--- config.mk ---
export PLATFORM = sky130hd
export DESIGN_NAME = alu_seq
export DESIGN_NICKNAME = d
export VERILOG_FILES = /design/src/rtl/alu_pkg.sv /design/src/rtl/muldiv_iter.sv /design/src/rtl/alu_seq.sv
export SDC_FILE = /design/constraint.sdc
export NUM_CORES = 1
export LEC_CHECK = 0
export BUFFER_PORTS_ARGS = -buffer_cell sky130_fd_sc_hd__clkbuf_2
export CAP_MARGIN = 10
export CELL_PAD_IN_SITES_DETAIL_PLACEMENT = 1
export CELL_PAD_IN_SITES_GLOBAL_PLACEMENT = 2
export CORE_AREA = 4 4 307 309
export DETAILED_ROUTE_END_ITERATION = 10
export DIE_AREA = 0 0 311 313
export PLACE_DENSITY_LB_ADDON = 0.1
export SKIP_CTS_REPAIR_TIMING = 1
export SLEW_MARGIN = 20
export SYNTH_ARGS = -nofsm -noshare
export SYNTH_HDL_FRONTEND = slang
export SYNTH_SLANG_ARGS = --single-unit
--- constraint.sdc ---
create_clock -name clk -period 11 [get_ports clk]
set_clock_uncertainty 0.15 [all_clocks]
set_input_delay 0.55 -clock clk [delete_from_list [all_inputs] [get_ports clk]]
set_output_delay 0.55 -clock clk [all_outputs]
set_load 0.05 [all_outputs]
--- src/rtl/alu_pkg.sv ---
// Shared definitions for the sequential ALU.
//   - 4-bit operation codes driven on aluControl
//   - state encoding for the iterative multiply/divide engine
//   - is_muldiv(): true for the four multi-cycle codes (11xx)
package alu_pkg;

  localparam logic [3:0] OP_AND  = 4'b0000;
  localparam logic [3:0] OP_OR   = 4'b0001;
  localparam logic [3:0] OP_ADD  = 4'b0010;
  localparam logic [3:0] OP_XOR  = 4'b0011;
  localparam logic [3:0] OP_NOR  = 4'b0100;
  localparam logic [3:0] OP_SLTU = 4'b0101;
  localparam logic [3:0] OP_SUB  = 4'b0110;
  localparam logic [3:0] OP_SLT  = 4'b0111;
  localparam logic [3:0] OP_SLL  = 4'b1000;
  localparam logic [3:0] OP_SRL  = 4'b1001;
  localparam logic [3:0] OP_SRA  = 4'b1010;
  localparam logic [3:0] OP_ILL  = 4'b1011;
  localparam logic [3:0] OP_MULTU = 4'b1100;
  localparam logic [3:0] OP_MULT  = 4'b1101;
  localparam logic [3:0] OP_DIVU  = 4'b1110;
  localparam logic [3:0] OP_DIV   = 4'b1111;

  typedef enum logic [1:0] {
    ST_IDLE = 2'd0,
    ST_BUSY = 2'd1,
    ST_FIX  = 2'd2
  } state_t;

  // Multi-cycle ops share the 11xx prefix; bit0 = signed, bit1 = divide.
  function automatic logic is_muldiv(input logic [3:0] op);
    return (op[3:2] == 2'b11);
  endfunction

endpackage

--- src/rtl/muldiv_iter.sv ---
// Iterative multiply/divide engine.
//   One shift-add (multiply) or restoring-subtract (divide) step per BUSY
//   cycle on unsigned magnitudes, then a FIX cycle that applies the result
//   signs. done is high during FIX; hi_out/lo_out/dbz are valid while done.
// Ports:
//   clk, reset_n       clock, asynchronous active-low reset
//   go                 accept a new operation (only honoured when idle)
//   signed_op, is_div  operation kind, sampled with go
//   a, b               operands, sampled with go
//   done               high for the single FIX cycle
//   idle               engine can accept go
//   dbz                divide by zero (valid with done)
//   hi_out, lo_out     corrected HI/LO (valid with done)
module muldiv_iter #(
  parameter int WIDTH = 32
) (
  input  logic             clk,
  input  logic             reset_n,
  input  logic             go,
  input  logic             signed_op,
  input  logic             is_div,
  input  logic [WIDTH-1:0] a,
  input  logic [WIDTH-1:0] b,
  output logic             done,
  output logic             idle,
  output logic             dbz,
  output logic [WIDTH-1:0] hi_out,
  output logic [WIDTH-1:0] lo_out
);
  import alu_pkg::*;

  localparam int CNT_W = $clog2(WIDTH);
  localparam logic [CNT_W-1:0] LAST_STEP = CNT_W'(WIDTH - 1);

  state_t state_reg, state_next;

  logic [WIDTH-1:0] acc_reg;   // upper half: partial product / partial remainder
  logic [WIDTH-1:0] q_reg;     // lower half: multiplier bits / quotient bits
  logic [WIDTH-1:0] m_reg;     // multiplicand or divisor magnitude
  logic [CNT_W-1:0] cnt_reg;
  logic             is_div_reg, neg_q_reg, neg_r_reg, dbz_reg;

  logic             sign_a, sign_b, b_zero;
  logic [WIDTH-1:0] mag_a, mag_b, addend;
  logic [WIDTH:0]   add_sum, shl, trial;
  logic [2*WIDTH-1:0] prod_mag, prod_fix;

  assign sign_a = signed_op & a[WIDTH-1];
  assign sign_b = signed_op & b[WIDTH-1];
  assign mag_a  = sign_a ? -a : a;
  assign mag_b  = sign_b ? -b : b;
  assign b_zero = (b == '0);

  // Multiply step: add multiplicand when the current multiplier bit is set,
  // then shift {acc,q} right by one (the carry enters acc's MSB).
  assign addend  = q_reg[0] ? m_reg : '0;
  assign add_sum = {1'b0, acc_reg} + {1'b0, addend};

  // Divide step: shift {acc,q} left, trial-subtract divisor. Because the
  // partial remainder is always below the divisor, bit WIDTH of the
  // difference is exactly the borrow.
  assign shl   = {acc_reg, q_reg[WIDTH-1]};
  assign trial = shl - {1'b0, m_reg};

  always_ff @(posedge clk or negedge reset_n) begin
    if (!reset_n) state_reg <= ST_IDLE;
    else          state_reg <= state_next;
  end

  always_comb begin
    state_next = state_reg;
    case (state_reg)
      ST_IDLE: if (go) state_next = (is_div && b_zero) ? ST_FIX : ST_BUSY;
      ST_BUSY: if (cnt_reg == LAST_STEP) state_next = ST_FIX;
      ST_FIX:  state_next = ST_IDLE;
      default: state_next = ST_IDLE;
    endcase
  end

  always_ff @(posedge clk or negedge reset_n) begin
    if (!reset_n) begin
      acc_reg    <= '0;
      q_reg      <= '0;
      m_reg      <= '0;
      cnt_reg    <= '0;
      is_div_reg <= 1'b0;
      neg_q_reg  <= 1'b0;
      neg_r_reg  <= 1'b0;
      dbz_reg    <= 1'b0;
    end else begin
      case (state_reg)
        ST_IDLE: begin
          if (go) begin
            cnt_reg    <= '0;
            is_div_reg <= is_div;
            if (is_div && b_zero) begin
              // Preload the final answer; clearing the sign flags makes
              // FIX pass it through unchanged.
              acc_reg   <= a;
              q_reg     <= '1;
              m_reg     <= '0;
              neg_q_reg <= 1'b0;
              neg_r_reg <= 1'b0;
              dbz_reg   <= 1'b1;
            end else begin
              acc_reg   <= '0;
              q_reg     <= mag_a;
              m_reg     <= mag_b;
              neg_q_reg <= sign_a ^ sign_b;
              neg_r_reg <= sign_a;
              dbz_reg   <= 1'b0;
            end
          end
        end
        ST_BUSY: begin
          cnt_reg <= cnt_reg + CNT_W'(1);
          if (is_div_reg) begin
            if (!trial[WIDTH]) begin
              acc_reg <= trial[WIDTH-1:0];
              q_reg   <= {q_reg[WIDTH-2:0], 1'b1};
            end else begin
              acc_reg <= shl[WIDTH-1:0];
              q_reg   <= {q_reg[WIDTH-2:0], 1'b0};
            end
          end else begin
            acc_reg <= add_sum[WIDTH:1];
            q_reg   <= {add_sum[0], q_reg[WIDTH-1:1]};
          end
        end
        default: ;
      endcase
    end
  end

  // Sign correction. MIN/-1 naturally wraps: magnitude 2^(WIDTH-1) negated
  // in WIDTH bits is MIN again.
  assign prod_mag = {acc_reg, q_reg};
  assign prod_fix = neg_q_reg ? -prod_mag : prod_mag;

  always_comb begin
    hi_out = prod_fix[2*WIDTH-1:WIDTH];
    lo_out = prod_fix[WIDTH-1:0];
    if (is_div_reg) begin
      lo_out = neg_q_reg ? -q_reg : q_reg;
      hi_out = neg_r_reg ? -acc_reg : acc_reg;
    end
  end

  assign done = (state_reg == ST_FIX);
  assign idle = (state_reg == ST_IDLE);
  assign dbz  = dbz_reg;

endmodule

--- src/rtl/alu_seq.sv ---
// Registered ALU with iterative multiply/divide and HI/LO registers.
//   Single-cycle ops register their result on the accept edge; mul/div run
//   in muldiv_iter and register on the edge that leaves FIX.
// Ports:
//   clk, reset_n                 clock, asynchronous active-low reset
//   start, aluControl            op request and code (taken when ready=1)
//   srcA, srcB                   operands (shifts use srcB[SHAMT_W-1:0])
//   ready                        idle, can accept start
//   result_valid                 one-cycle pulse per completed op
//   aluOut, zero                 registered result and its zero flag
//   overflow, div_by_zero, illegal  status flags, held until next result
//   hi, lo                       HI/LO registers (mul/div only)
module alu_seq #(
  parameter int WIDTH = 32
) (
  input  logic             clk,
  input  logic             reset_n,
  input  logic             start,
  input  logic [3:0]       aluControl,
  input  logic [WIDTH-1:0] srcA,
  input  logic [WIDTH-1:0] srcB,
  output logic             ready,
  output logic             result_valid,
  output logic [WIDTH-1:0] aluOut,
  output logic             zero,
  output logic             overflow,
  output logic             div_by_zero,
  output logic             illegal,
  output logic [WIDTH-1:0] hi,
  output logic [WIDTH-1:0] lo
);
  import alu_pkg::*;

  localparam int SHAMT_W = $clog2(WIDTH);

  logic [SHAMT_W-1:0] shamt;
  logic [WIDTH-1:0]   sum, diff, alu_res;
  logic               alu_ov, alu_ill, accept, op_md;
  logic               md_done, md_idle, md_dbz;
  logic [WIDTH-1:0]   md_hi, md_lo;

  logic [WIDTH-1:0]   aluout_reg, hi_reg, lo_reg;
  logic               result_valid_reg, overflow_reg, dbz_reg, illegal_reg;

  assign shamt  = srcB[SHAMT_W-1:0];
  assign sum    = srcA + srcB;
  assign diff   = srcA - srcB;
  assign op_md  = is_muldiv(aluControl);
  assign accept = start & ready;

  always_comb begin
    alu_res = '0;
    alu_ov  = 1'b0;
    alu_ill = 1'b0;
    case (aluControl)
      OP_AND:  alu_res = srcA & srcB;
      OP_OR:   alu_res = srcA | srcB;
      OP_ADD: begin
        alu_res = sum;
        alu_ov  = (srcA[WIDTH-1] == srcB[WIDTH-1]) && (sum[WIDTH-1] != srcA[WIDTH-1]);
      end
      OP_XOR:  alu_res = srcA ^ srcB;
      OP_NOR:  alu_res = ~(srcA | srcB);
      OP_SLTU: alu_res = {{(WIDTH-1){1'b0}}, (srcA < srcB)};
      OP_SUB: begin
        alu_res = diff;
        alu_ov  = (srcA[WIDTH-1] != srcB[WIDTH-1]) && (diff[WIDTH-1] != srcA[WIDTH-1]);
      end
      OP_SLT:  alu_res = {{(WIDTH-1){1'b0}}, ($signed(srcA) < $signed(srcB))};
      OP_SLL:  alu_res = srcA << shamt;
      OP_SRL:  alu_res = srcA >> shamt;
      OP_SRA:  alu_res = $signed(srcA) >>> shamt;
      OP_ILL:  alu_ill = 1'b1;
      default: ;
    endcase
  end

  muldiv_iter #(.WIDTH(WIDTH)) u_muldiv (
    .clk       (clk),
    .reset_n   (reset_n),
    .go        (accept & op_md),
    .signed_op (aluControl[0]),
    .is_div    (aluControl[1]),
    .a         (srcA),
    .b         (srcB),
    .done      (md_done),
    .idle      (md_idle),
    .dbz       (md_dbz),
    .hi_out    (md_hi),
    .lo_out    (md_lo)
  );

  // The engine is busy from the accept edge until FIX exits, which is
  // exactly when single-cycle ops must also be held off.
  assign ready = md_idle;

  always_ff @(posedge clk or negedge reset_n) begin
    if (!reset_n) begin
      aluout_reg       <= '0;
      hi_reg           <= '0;
      lo_reg           <= '0;
      result_valid_reg <= 1'b0;
      overflow_reg     <= 1'b0;
      dbz_reg          <= 1'b0;
      illegal_reg      <= 1'b0;
    end else begin
      result_valid_reg <= 1'b0;
      if (md_done) begin
        hi_reg           <= md_hi;
        lo_reg           <= md_lo;
        aluout_reg       <= md_lo;
        overflow_reg     <= 1'b0;
        dbz_reg          <= md_dbz;
        illegal_reg      <= 1'b0;
        result_valid_reg <= 1'b1;
      end else if (accept && !op_md) begin
        aluout_reg       <= alu_res;
        overflow_reg     <= alu_ov;
        dbz_reg          <= 1'b0;
        illegal_reg      <= alu_ill;
        result_valid_reg <= 1'b1;
      end
    end
  end

  assign result_valid = result_valid_reg;
  assign aluOut       = aluout_reg;
  assign zero         = (aluout_reg == '0);
  assign overflow     = overflow_reg;
  assign div_by_zero  = dbz_reg;
  assign illegal      = illegal_reg;
  assign hi           = hi_reg;
  assign lo           = lo_reg;

endmodule
==> out/metrics.cfg <==
[critical_path]
worstPathRequired_ns=11.27
cp-end-kind=register
cpLargestDelayFamily=compound AO/OA/AOI/OAI gates
r2r-start=u_muldiv.q_reg[31]$_DFFE_PN0P_
crit_type=input port to register
crit_fanout=39
critPathMaxStageDelay_ns=0.71
arrival_ns=5.43
crit_path_start=srcB[1]
cp_slowest_cell=a2111oi_1
start_kind=input port
worstPathCellList=clkbuf_2, buf_4, inv_2, buf_4, ha_1, o21bai_1, a211oi_1, nor4_1, a31oi_1, o21ai_0, nand2_1, o31a_1, a221oi_1, a21oi_1, a2111oi_1, o21ai_0
worst-path-buf-inv=4

[synthesis]
avgSynthCellArea_sq_um=7.431
synthArstFlopShare_pct=100.0
ys_warn_count=0
synth_fp_nets=3434
ys.flop_type=dfrtp_1
ys_seq_area_share_pct=21.86
synthTopCellsByArea=dfrtp_1 (22%), ha_1 (9.0%), o21ai_0 (7.0%), mux2i_1 (5.3%), a21oi_1 (5.2%)
yosys.area.top_type=dfrtp_1
synth.most_common_cell=o21ai_0
syn-cell-area_sq_mm=0.02370
netlist_instances=3189
yosysUniqueCellTypes=88
synth_common_cells=o21ai_0 (332), nand2_1 (323), nor2_1 (317), a21oi_1 (244), dfrtp_1 (207)
synth.top_cell.area_share_pct=21.86
ys_ff_latch=207
synth_edf_count=0

[clock_tree]
cts-root-buf=clkbuf_16
clk_latency_ns=0.61
path_clk_slew_ns=0.07
cts_buffer_depth=3
tritoncts=built
numCtsBuffers=29
htree_levels=1
clock_sinks=207

[power]
vdd_drop_max_uv=139.5
p_per_area_mw_per_mm2=265.1
power_w=0.007102
power.leakage_nw=11.25

[layout]
final_util_pct=29.32
drive_above_1_share_pct=10.82
design_area_sq_mm=0.02679
fillCellCount=11090
syn_to_final_growth_pct=13.07
final_nets=3487
seq_area_sq_mm=0.005184
multi_input_area_sq_mm=0.01715

[sta]
hold_viol_final=0
slew_headroom_pct=22.12
period_share_pct=46.92
fmax_ghz=0.1938
final.setup.tns_ns=0
finalSetupViolations=0
grt_setup_unrepaired=no
drv_slew=0
period_minus_slack_ns=5.161
worst_pin_slew_ns=1.156

[die]
start_util_pct=25.93
die_x_um=311
core_sq_mm=0.09139
die_area_sq_mm=0.09734
row_count=111
ios=173
die_h_um=313

[place]
gp_congestion=0.9471
port-buffer-count=172
placed_cell_area_sq_mm=0.02578
dp_hpwl_um=109100

[routing]
drt_wl_total_um=139000
routedWlPerCell_um=31.24
drtIter0Drc=2268
viasPerCell=5.840
ant_nets=0
post-route-drc-count=0
first_pass_iters=6
vias=26000

[flow_run]
maxCapViolCount=0

[grt]
antenna_found_initial=9
grt.overflow.total=0
grtUsageTotal_pct=27.43
grt_pass1_vias=26350
grt_first_pass_wirelength_um=197700
grt_max_degree=83

[outcome]
status=finished clean

[worst_hold_path]
hp-class=input port to register
hp-start=srcB[31]

worst reg2reg max path, stage by stage, from the launching register on:
cell and delay, ns:
dfrtp_1 0.43, inv_1 0.14, ha_1 0.23, fa_1 0.39, nand2b_1 0.24, a21oi_1 0.32, nor4_1 0.16, o22a_1 0.25
a21oi_1 0.38, a41oi_1 0.33, xnor2_4 0.78, buf_4 0.49, mux2i_1 0.28, nor2_1 0.06, a211oi_1 0.31, a31oi_1 0.08
placed cells by master (no fill, tap or decap), drive strengths merged, types with 11 or more instances in the layout:
cell    count
dfrtp     207
o21bai     19
xor2       49
and2       12
a21o       61
ha        170
a211oi     42
mux2       11
or2        12
nor2      319
inv       156
o41ai      15
nand2     323
a21oi     246
buf        68
o221ai     30
o22ai      18
nor3       52
or3        32
mux2i     125
o21ai     339
o21a       17
a221o      18
nor4       33
nand4      27
a22oi      29
clkbuf    208
a31oi      52
nor2b      29
xnor2     134
nand2b     49
o211ai     39
o31ai      45
nand3      65
a221oi     52
cells by family (layout without fill, tap and decap cells):
| kind of cell | after synthesis | after routing | share of synthesized area (%) |
|---|---|---|---|
| mux | 146 | 146 | 6.753 |
| xor+xnor | 183 | 183 | 6.795 |
| fa+ha+maj | 174 | 174 | 9.314 |
| compound gates | 1118 | 1118 | 30.21 |
| simple gates | 986 | 986 | 19.01 |
| buf+inv | 375 | 449 | 6.056 |
| other cells | 0 | 2 | 0 |
| flops | 207 | 207 | 21.86 |
cell type report:
| type | instances | share of cell area (%) |
|---|---|---|
| Inverter | 158 | 2.213 |
| Timing Repair Buffer | 239 | 5.127 |
| Clock inverter | 14 | 0.7238 |
| Tap cell | 1186 | 5.538 |
| Multi-Input combinational cell | 2607 | 64.01 |
| Clock buffer | 38 | 3.021 |
| Sequential cell | 207 | 19.35 |
| Antenna cell | 2 | 0.01868 |
worst paths after layout:
| check | endpoint | slack, ns | cells after the start |
|---|---|---|---|
| worst max-delay path | aluOut[15]$_DFFE_PN0P_ | 5.84 | 16 |
| worst min-delay path | u_muldiv.m_reg[31]$_DFFE_PN0P_ | 0.28 | 3 |
| worst max register to register | u_muldiv.acc_reg[7]$_DFFE_PN0P_ | 5.89 | 15 |
| worst min register to register | hi[7]$_DFFE_PN0P_ | 0.33 | 2 |
| max in group asynchronous | lo[4]$_DFFE_PN0P_ | 8.81 | 3 |
| min in group asynchronous | u_muldiv.acc_reg[9]$_DFFE_PN0P_ | 0.37 | 2 |
per-layer routing:
layer	wire length [um]	track usage, %	up-vias
met4	8311	13.02	6
li1	-	-	11760
met2	61940	44.24	822
met1	62450	36.93	13200
met3	6299	2.717	218
met5	40	0	-
per-stage QoR:
| step | cells | setup WS (ns) | hold WS, ns |
|---|---|---|---|
| floorplan | 3189 | 6.332 | 0.1044 |
| global placement | 4394 | 5.176 | 0.3159 |
| detailed placement | 4396 | 5.273 | 0.3143 |
| CTS | 4448 | 5.875 | -0.2218 |
| global route | 4449 | 5.599 | 0.2688 |
| finish | 4451 | 5.839 | 0.2828 |
power breakdown:
group / internal [W] / leakage, nW / total [W] / switching (W)
combinational: 0.00162 / 8.38 / 0.00462 / 0.00300
clock: 0.000611 / 0.492 / 0.00102 / 0.000408
sequential: 0.00103 / 2.37 / 0.00147 / 0.000441
total: 0.00326 / 11.2 / 0.00710 / 0.00385
(Power assumes the default switching activity.)
